File: src/rtl/snake_engine.sv
// rtl/snake_engine.sv - snake game core with body, food, growth, collisions and cell colour query
// Build option: define SNAKE_WRAP_EN to make the grid edges wrap instead of killing the snake.
module snake_engine #(
    parameter int GRID_W   = 20,
    parameter int GRID_H   = 30,
    parameter int MAX_LEN  = 16,
    parameter int TICK_DIV = 16
) (
    input  logic        clk,
    input  logic        reset,
    input  logic        left,
    input  logic        right,
    input  logic        up,
    input  logic        down,
    input  logic [7:0]  video_x,
    input  logic [7:0]  video_y,
    output logic [23:0] video_rgb,
    output logic [6:0]  length,
    output logic        game_over
);

    localparam int TW = $clog2(TICK_DIV);

    localparam logic [23:0] RGB_HEAD    = 24'ha000a0;
    localparam logic [23:0] RGB_BODY    = 24'h600060;
    localparam logic [23:0] RGB_FOOD    = 24'h00c000;
    localparam logic [23:0] RGB_BG_PLAY = 24'hffffff;
    localparam logic [23:0] RGB_BG_DEAD = 24'hff8080;

    typedef enum logic [1:0] {
        DIR_LEFT  = 2'd0,
        DIR_RIGHT = 2'd1,
        DIR_UP    = 2'd2,
        DIR_DOWN  = 2'd3
    } dir_t;

    typedef enum logic {
        ST_PLAY = 1'b0,
        ST_DEAD = 1'b1
    } state_t;

    // Snake state: seg 0 is the head
    logic [7:0]    seg_x_q [MAX_LEN];
    logic [7:0]    seg_y_q [MAX_LEN];
    logic [6:0]    len_q;
    dir_t          dir_q;
    state_t        state_q;
    logic          go_q;
    logic [7:0]    food_x_q;
    logic [7:0]    food_y_q;
    logic [TW-1:0] tick_q;
    logic [3:0]    pend_q;

    // Free-running food candidate
    logic [7:0]    fx_q;
    logic [7:0]    fy_q;

    // Registered video answer
    logic [23:0]   rgb_q;
    logic [23:0]   rgb_d;

    // Step decision signals
    logic [3:0]    btn;
    logic [3:0]    eff;
    logic          restart;
    logic          step;
    dir_t          dir_d;
    logic [8:0]    nx9;
    logic [8:0]    ny9;
    logic          wall;
    logic          eat;
    logic          self_hit;
    logic [6:0]    lim;

    // Video match signals
    logic          in_grid;
    logic          hit_head;
    logic          hit_body;
    logic          hit_food;

    assign btn     = {down, up, right, left};
    // Presses in the step cycle itself still count towards the decision
    assign eff     = pend_q | btn;
    assign restart = reset || ((state_q == ST_DEAD) && (|btn));
    assign step    = (state_q == ST_PLAY) && (tick_q == TW'(TICK_DIV - 1));

    // Resolve the pending presses into a direction and compute the next head cell
    always_comb begin
        dir_d = dir_q;
        if (eff[0] && dir_q != DIR_RIGHT) begin
            dir_d = DIR_LEFT;
        end else if (eff[1] && dir_q != DIR_LEFT) begin
            dir_d = DIR_RIGHT;
        end else if (eff[2] && dir_q != DIR_DOWN) begin
            dir_d = DIR_UP;
        end else if (eff[3] && dir_q != DIR_UP) begin
            dir_d = DIR_DOWN;
        end

        nx9 = {1'b0, seg_x_q[0]};
        ny9 = {1'b0, seg_y_q[0]};
        case (dir_d)
            DIR_LEFT:  nx9 = nx9 - 9'd1;
            DIR_RIGHT: nx9 = nx9 + 9'd1;
            DIR_UP:    ny9 = ny9 - 9'd1;
            DIR_DOWN:  ny9 = ny9 + 9'd1;
        endcase

`ifdef SNAKE_WRAP_EN
        if (nx9 == 9'h1ff) begin
            nx9 = 9'(GRID_W - 1);
        end else if (nx9 == 9'(GRID_W)) begin
            nx9 = 9'd0;
        end
        if (ny9 == 9'h1ff) begin
            ny9 = 9'(GRID_H - 1);
        end else if (ny9 == 9'(GRID_H)) begin
            ny9 = 9'd0;
        end
        wall = 1'b0;
`else
        // -1 shows up as 9'h1ff, so a single unsigned compare covers both edges
        wall = (nx9 >= 9'(GRID_W)) || (ny9 >= 9'(GRID_H));
`endif
    end

    // Food and self-collision checks; the tail only stays put when eating
    always_comb begin
        eat      = (nx9[7:0] == food_x_q) && (ny9[7:0] == food_y_q);
        lim      = eat ? len_q : (len_q - 7'd1);
        self_hit = 1'b0;
        for (int i = 0; i < MAX_LEN; i++) begin
            if ((7'(i) < lim) && (seg_x_q[i] == nx9[7:0]) && (seg_y_q[i] == ny9[7:0])) begin
                self_hit = 1'b1;
            end
        end
    end

    // Colour of the queried cell with head > body > food > background priority
    always_comb begin
        in_grid  = (video_x < 8'(GRID_W)) && (video_y < 8'(GRID_H));
        hit_head = (seg_x_q[0] == video_x) && (seg_y_q[0] == video_y);
        hit_body = 1'b0;
        for (int i = 1; i < MAX_LEN; i++) begin
            if ((7'(i) < len_q) && (seg_x_q[i] == video_x) && (seg_y_q[i] == video_y)) begin
                hit_body = 1'b1;
            end
        end
        hit_food = (food_x_q == video_x) && (food_y_q == video_y);

        rgb_d = (state_q == ST_DEAD) ? RGB_BG_DEAD : RGB_BG_PLAY;
        if (in_grid) begin
            if (hit_head) begin
                rgb_d = RGB_HEAD;
            end else if (hit_body) begin
                rgb_d = RGB_BODY;
            end else if (hit_food) begin
                rgb_d = RGB_FOOD;
            end
        end
    end

    // Game FSM: restart/reset, direction latching, stepping, growth and death
    always_ff @(posedge clk) begin
        if (restart) begin
            for (int i = 0; i < MAX_LEN; i++) begin
                seg_x_q[i] <= 8'(GRID_W / 2 + i);
                seg_y_q[i] <= 8'(GRID_H / 2);
            end
            len_q    <= 7'd3;
            dir_q    <= DIR_LEFT;
            food_x_q <= 8'd1;
            food_y_q <= 8'd1;
            tick_q   <= '0;
            pend_q   <= '0;
            state_q  <= ST_PLAY;
            go_q     <= 1'b0;
        end else if (state_q == ST_PLAY) begin
            if (step) begin
                tick_q <= '0;
                pend_q <= '0;
                dir_q  <= dir_d;
                if (wall || self_hit) begin
                    state_q <= ST_DEAD;
                    go_q    <= 1'b1;
                end else begin
                    for (int i = 1; i < MAX_LEN; i++) begin
                        seg_x_q[i] <= seg_x_q[i-1];
                        seg_y_q[i] <= seg_y_q[i-1];
                    end
                    seg_x_q[0] <= nx9[7:0];
                    seg_y_q[0] <= ny9[7:0];
                    if (eat) begin
                        if (len_q < 7'(MAX_LEN)) begin
                            len_q <= len_q + 7'd1;
                        end
                        food_x_q <= fx_q;
                        food_y_q <= fy_q;
                    end
                end
            end else begin
                tick_q <= tick_q + TW'(1);
                pend_q <= eff;
            end
        end
    end

    // Food candidate scans the grid one cell per clock, unaffected by restarts
    always_ff @(posedge clk) begin
        if (reset) begin
            fx_q <= 8'd0;
            fy_q <= 8'd0;
        end else if (fx_q == 8'(GRID_W - 1)) begin
            fx_q <= 8'd0;
            fy_q <= (fy_q == 8'(GRID_H - 1)) ? 8'd0 : (fy_q + 8'd1);
        end else begin
            fx_q <= fx_q + 8'd1;
        end
    end

    // Register the video answer for one clock of latency
    always_ff @(posedge clk) begin
        if (reset) begin
            rgb_q <= RGB_BG_PLAY;
        end else begin
            rgb_q <= rgb_d;
        end
    end

    assign video_rgb = rgb_q;
    assign length    = len_q;
    assign game_over = go_q;

endmodule

File: config.mk
export PLATFORM = sky130hd
export DESIGN_NAME = snake_engine
export DESIGN_NICKNAME = d
export VERILOG_FILES = /design/src/rtl/snake_engine.sv
export SDC_FILE = /design/constraint.sdc
export NUM_CORES = 1
export LEC_CHECK = 0
export CAP_MARGIN = 20
export CELL_PAD_IN_SITES_DETAIL_PLACEMENT = 1
export CELL_PAD_IN_SITES_GLOBAL_PLACEMENT = 1
export CORE_ASPECT_RATIO = 2
export CORE_MARGIN = 4
export CORE_UTILIZATION = 46
export DETAILED_ROUTE_END_ITERATION = 6
export DONT_BUFFER_PORTS = 1
export PLACE_DENSITY = 0.8
export SLEW_MARGIN = 10
export SYNTH_ARGS = -nofsm -noshare
export SYNTH_HDL_FRONTEND = slang
export SYNTH_SLANG_ARGS = --single-unit
File: constraint.sdc
create_clock -name clk -period 11.6 [get_ports clk]
set_input_delay 2.32 -clock clk [delete_from_list [all_inputs] [get_ports clk]]
set_output_delay 2.32 -clock clk [all_outputs]
set_load 0.005 [all_outputs]
* Word-level counts from Yosys, hierarchy flattened *
Memory sizes are Yosys's and may differ from the RTL's.
Cells that the tools add are included.
W data, S select, Z words.

storage, ports and cells
  register bits after elaboration = 75
  memory bits (writable) = 256
  input bits = 22
  output and inout bits = 32
  word-level logic and storage cells = 341
  memories = 2

memories
  memory   depth  bits a word  rd ports  clocked after memory_dff  write ports  line  RTL
  seg_x_q  16     8            16        0                         16           43    logic [7:0] seg_x_q [MAX_LEN];
  seg_y_q  16     8            16        0                         16           44    logic [7:0] seg_y_q [MAX_LEN];

cells by class
  $add $sub $neg = 9
  $lt $le $gt $ge = 36
  equality and inequality tests = 77
  mux-type cells = 88
  bitwise operators = 35
  reductions and logical operators = 83

operators by type and width
  cell                   count
  $eq A8 B8 Y1           68
  $mux W8                33
  $lt A4 B7 Y1 const A   16
  $mux W24               4
  $logic_and A1 B1 Y1    72
  $lt A3 B7 Y1 const A   8
  $mux W1                41
  $pmux W9 S2            2
  $or A1 B1 Y1           32
  $lt A2 B7 Y1 const A   4
  $lt A1 B7 Y1 const A   3
  $add A8 B1 Y9 const B  2
  $ge A9 B5 Y1 const B   2
  $sub A8 B1 Y9 const B  2
  $add A8 B1 Y8 const B  2
  $eq A8 B5 Y1 const B   2
  $lt A8 B5 Y1 const B   2
  $mux W15               1
  $mux W2                4
  $mux W4                2
  $add A7 B1 Y7 const B  1
  $lt A7 B5 Y1 const B   1
  $mux W7                1
  $sub A7 B1 Y7 const B  1
  17 further kinds       22

* Longest topological paths before layout *
  depth in word-level cells = 37
  gate-level depth with buffers = 30
  gate-level depth less buffers = 20

* Worst setup path after synthesis *
Ideal clock, no wire load.

  kind = input to register
  start = input left
  end = memory seg_x_q[0][0], enable pin
  setup time = 0.525 ns
  data arrival time = 11.489 ns
  data required time = 11.075 ns
  slack = -0.414 ns
  cell stages on the path = 28
  buffers on the path = 10
  cell sequence = nor4_2 or3_1 buf_2 nand2_2 buf_1 clkbuf_1 clkbuf_1 clkbuf_1 nand2_1 ha_1 clkbuf_1 o21ai_0 o2bb2ai_1 a31oi_1 nand2_1 a22o_1 nor4_2 nand3_2 buf_6 mux2_4 a221o_1 a222oi_1 and3_1 buf_2 nand2_2 buf_6 buf_6 nand2_1

RTL lines
  item             line  RTL
  start, declared  11    input logic left,
  end, declared    43

==> flow_summary.json <==
{
  "status": "complete, no violations",
  "skew_ns": 0.0217,
  "grt_pass1_vias": 21000,
  "cp_max_fo": 88,
  "relSlewSlack": 0.239,
  "cp-start-kind": "input pin",
  "wl_mm": 103,
  "die_width_um": 162,
  "yosysTopAreaCell": "edfxtp_1",
  "netlist.area_leader.share": 0.220,
  "numCtsBuffers": 31,
  "cts_buffer_depth": 3,
  "postCtsSetupRepairBufs": 0,
  "yosysWarnings": 0,
  "setup_viol_count_final": 0,
  "cts_hold_buf": 0,
  "crit_top_cell": "buf_4",
  "syn_area_per_cell_um2": 9.30,
  "crit_type": "in -> reg",
  "htree_levels": 1,
  "drv_cap": 0,
  "arrival_ns": 10.12,
  "required_ns": 11.84,
  "fin_setup_tns_ns": 0,
  "critPathCaptureType": "register",
  "vias": 19700,
  "dieArea_um2": 51200,
  "core_um2": 46800,
  "rsz0062_at_grt": "false",
  "grt_pass1_wl_mm": 146,
  "synth_cell_type_count": 93,
  "clk_pin_slew_ns": 0.06,
  "hpwlAfterDp_mm": 71.3,
  "synth.cell_area_um2": 21800,
  "routed_via_density": 6.76,
  "hold_class": "reg -> reg",
  "die_height_um": 316,
  "period_minus_slack_ns": 9.88,
  "synthTopCellsByCount": "xnor2_1, xor2_1, edfxtp_1, nor2_1, dfxtp_1",
  "port_buffers": 0,
  "synth_area_leaders": "edfxtp_1, dfxtp_1, xnor2_1, xor2_1, mux2i_1",
  "fin_crit_sh": 0.852,
  "cts_tree": "built",
  "nets": 2309,
  "clkLatencyLatePin_ns": 0.61,
  "crit_path_cell_trace": "nor4_1 > or3_1 > buf_4 > nand2_2 > or2_2 > ha_1 > o21ai_0 > a21oi_1 > o22ai_1 > nor2_1 > xnor2_1 > a31o_2 > nand3_2 > mux2_4 > a221o_1 > a222oi_1 > and3_1 > buf_4 > nand2_4 > nand2_8 > buf_12",
  "ys.flop_type": "edfxtp_1",
  "layout-drive-gt1-share": 0.0726,
  "gp_congestion": 1.07,
  "grt_antenna_before_repair": 6,
  "vdd_drop_max_mv": 0.106,
  "worst_slack_ns": 1.72,
  "slowest_delay_ns": 0.68,
  "synthCells": 2345,
  "fmax_mhz": 101,
  "grt_overflow_total": 0,
  "clkSinkCount": 316,
  "ant_nets": 0,
  "drv_slew": 0,
  "power_density_nw_per_um2": 121,
  "areaGrowthSynthToFinish_pct": 7.29,
  "cts-root-buf": "clkbuf_16",
  "synth_edf_count": 160,
  "drtIter0Drc": 2026,
  "yosysMostFrequentCell": "xnor2_1",
  "path_delay_family": "simple AND/OR/NAND/NOR gates",
  "dr.pass1.iters": 6,
  "met2_usage": 0.652,
  "synth_seq_area_share": 0.364,
  "grt.total_usage": 0.396,
  "crit_buf_inv": 3,
  "p_leak_nw": 7.95,
  "synthArstFlopShare": 0,
  "synth-seq-cells": 316,
  "row_count": 112,
  "gr-max-usage-layer": "met2",
  "worst_pin_slew_ns": 1.12,
  "place_ws_ns": 1.35,
  "cts_resized": 0,
  "wl_per_cell_um": 35.3,
  "grt_max_degree": 167,
  "ioPinCount": 54,
  "crit_slowest_cell": "nor2_1",
  "drc_errors": 0,
  "grt_util_met3": 0.108,
  "start_util": 0.466,
  "hold_viol": 0,
  "met1_usage": 0.375
}
[logic make-up (layout without fill, tap and decap cells)]
family | count (synthesis) | in the layout | share of synthesized area
compound gates | 271 | 271 | 0.0845
xor+xnor | 572 | 572 | 0.232
fa+ha+maj | 23 | 23 | 0.0139
buf+inv | 218 | 156 | 0.0472
flops | 316 | 316 | 0.364
mux | 110 | 110 | 0.0511
other cells | 1 | 8 | 0.000172
simple gates | 834 | 834 | 0.207
[flip-flops by register name, indices dropped and copies added, names as in the netlist]
register   cells
food_x_q       8
seg_x_q      128
fy_q           8
video_rgb      9
dir_q          2
fx_q           8
tick_q         4
game_over      1
food_y_q       8
state_q        1
pend_q         4
seg_y_q      128
length         7
[metal layers]
layer	up-vias	routed length [um]
li1	8177	-
met1	9684	31400
met2	1184	47800
met3	654	8900
met4	6	14800
met5	-	35
[worst paths after layout]
path,endpoint,depth (start not counted),start,slack (ns)
worst max-delay path,seg_y_q[2][4]$_SDFFCE_PN0P_,21,left,1.72
worst min-delay path,food_y_q[1]$_SDFFE_PP0P_,2,fy_q[1]$_SDFFE_PP0P_,0.53
worst max register to register,seg_y_q[2][4]$_SDFFCE_PN0P_,21,pend_q[1]$_SDFFE_PP0N_,3.03
worst min register to register,food_y_q[1]$_SDFFE_PP0P_,2,fy_q[1]$_SDFFE_PP0P_,0.53
[report_power, final]
group	switching (mW)	internal (mW)	total [mW]
sequential	0.0265	1.19	1.21
combinational	0.369	0.189	0.559
clock	0.480	0.590	1.07
[tightest hold or removal path, cell delays in order (launching register included)]
cell and delay, ns:
dfxtp_1 0.34, nand3_1 0.08, a21oi_1 0.06
[area by class of cell]
| class | instances | area [um2] |
|---|---|---|
| Clock inverter | 16 | 166 |
| Antenna cell | 2 | 5.00 |
| Inverter | 36 | 135 |
| Tap cell | 627 | 785 |
| Multi-Input combinational cell | 1816 | 13000 |
| Timing Repair Buffer | 63 | 519 |
| Clock buffer | 41 | 865 |
| Fill cell | 5383 | 23400 |
| Sequential cell | 316 | 7930 |
[stage by stage]
step | hold WS [ns] | instances | utilization | total power [mW] | instance area, um2
global placement | 0.469 | 2853 | 0.476 | 1.74 | 22300
detailed placement | 0.496 | 2854 | 0.476 | 1.76 | 22300
global route | 0.534 | 2917 | 0.500 | 2.91 | 23400
CTS | 0.529 | 2911 | 0.498 | 2.82 | 23300
finish | 0.529 | 2917 | 0.500 | 2.84 | 23400
floorplan | 0.441 | 2350 | - | 1.58 | 21800
[cells in the final DEF (no fill, tap or decap), types with 6 or more instances in the layout]
cell type | Yosys | layout
conb_1 | 1 | 6
nor4_1 | 82 | 80
or3_1 | 70 | 70
clkbuf_1 | 103 | 6
a2111oi_0 | 7 | 6
nand2b_1 | 16 | 15
nor2_1 | 157 | 156
o31ai_1 | 6 | 6
mux2i_1 | 105 | 104
nor3_1 | 51 | 48
ha_1 | 21 | 21
nand4b_1 | 7 | 7
a21oi_1 | 77 | 76
edfxtp_1 | 160 | 160
a31oi_1 | 18 | 17
nor3b_1 | 7 | 7
dfxtp_1 | 156 | 156
nand2_1 | 135 | 134
nor3_2 | 7 | 10
o211ai_1 | 7 | 7
clkbuf_16 | 0 | 32
inv_1 | 36 | 36
or4_1 | 13 | 13
and3_1 | 89 | 89
buf_4 | 21 | 54
or2_2 | 6 | 6
xor2_1 | 283 | 283
o32a_1 | 6 | 6
nand3_1 | 64 | 64
o22ai_1 | 6 | 6
o21ai_0 | 51 | 51
and2_1 | 9 | 9
nand4_1 | 70 | 70
nand3b_1 | 11 | 11
a211oi_1 | 13 | 12
xnor2_1 | 285 | 284
nor2b_1 | 11 | 10
nor4b_1 | 7 | 6
(Power assumes the default switching activity.)
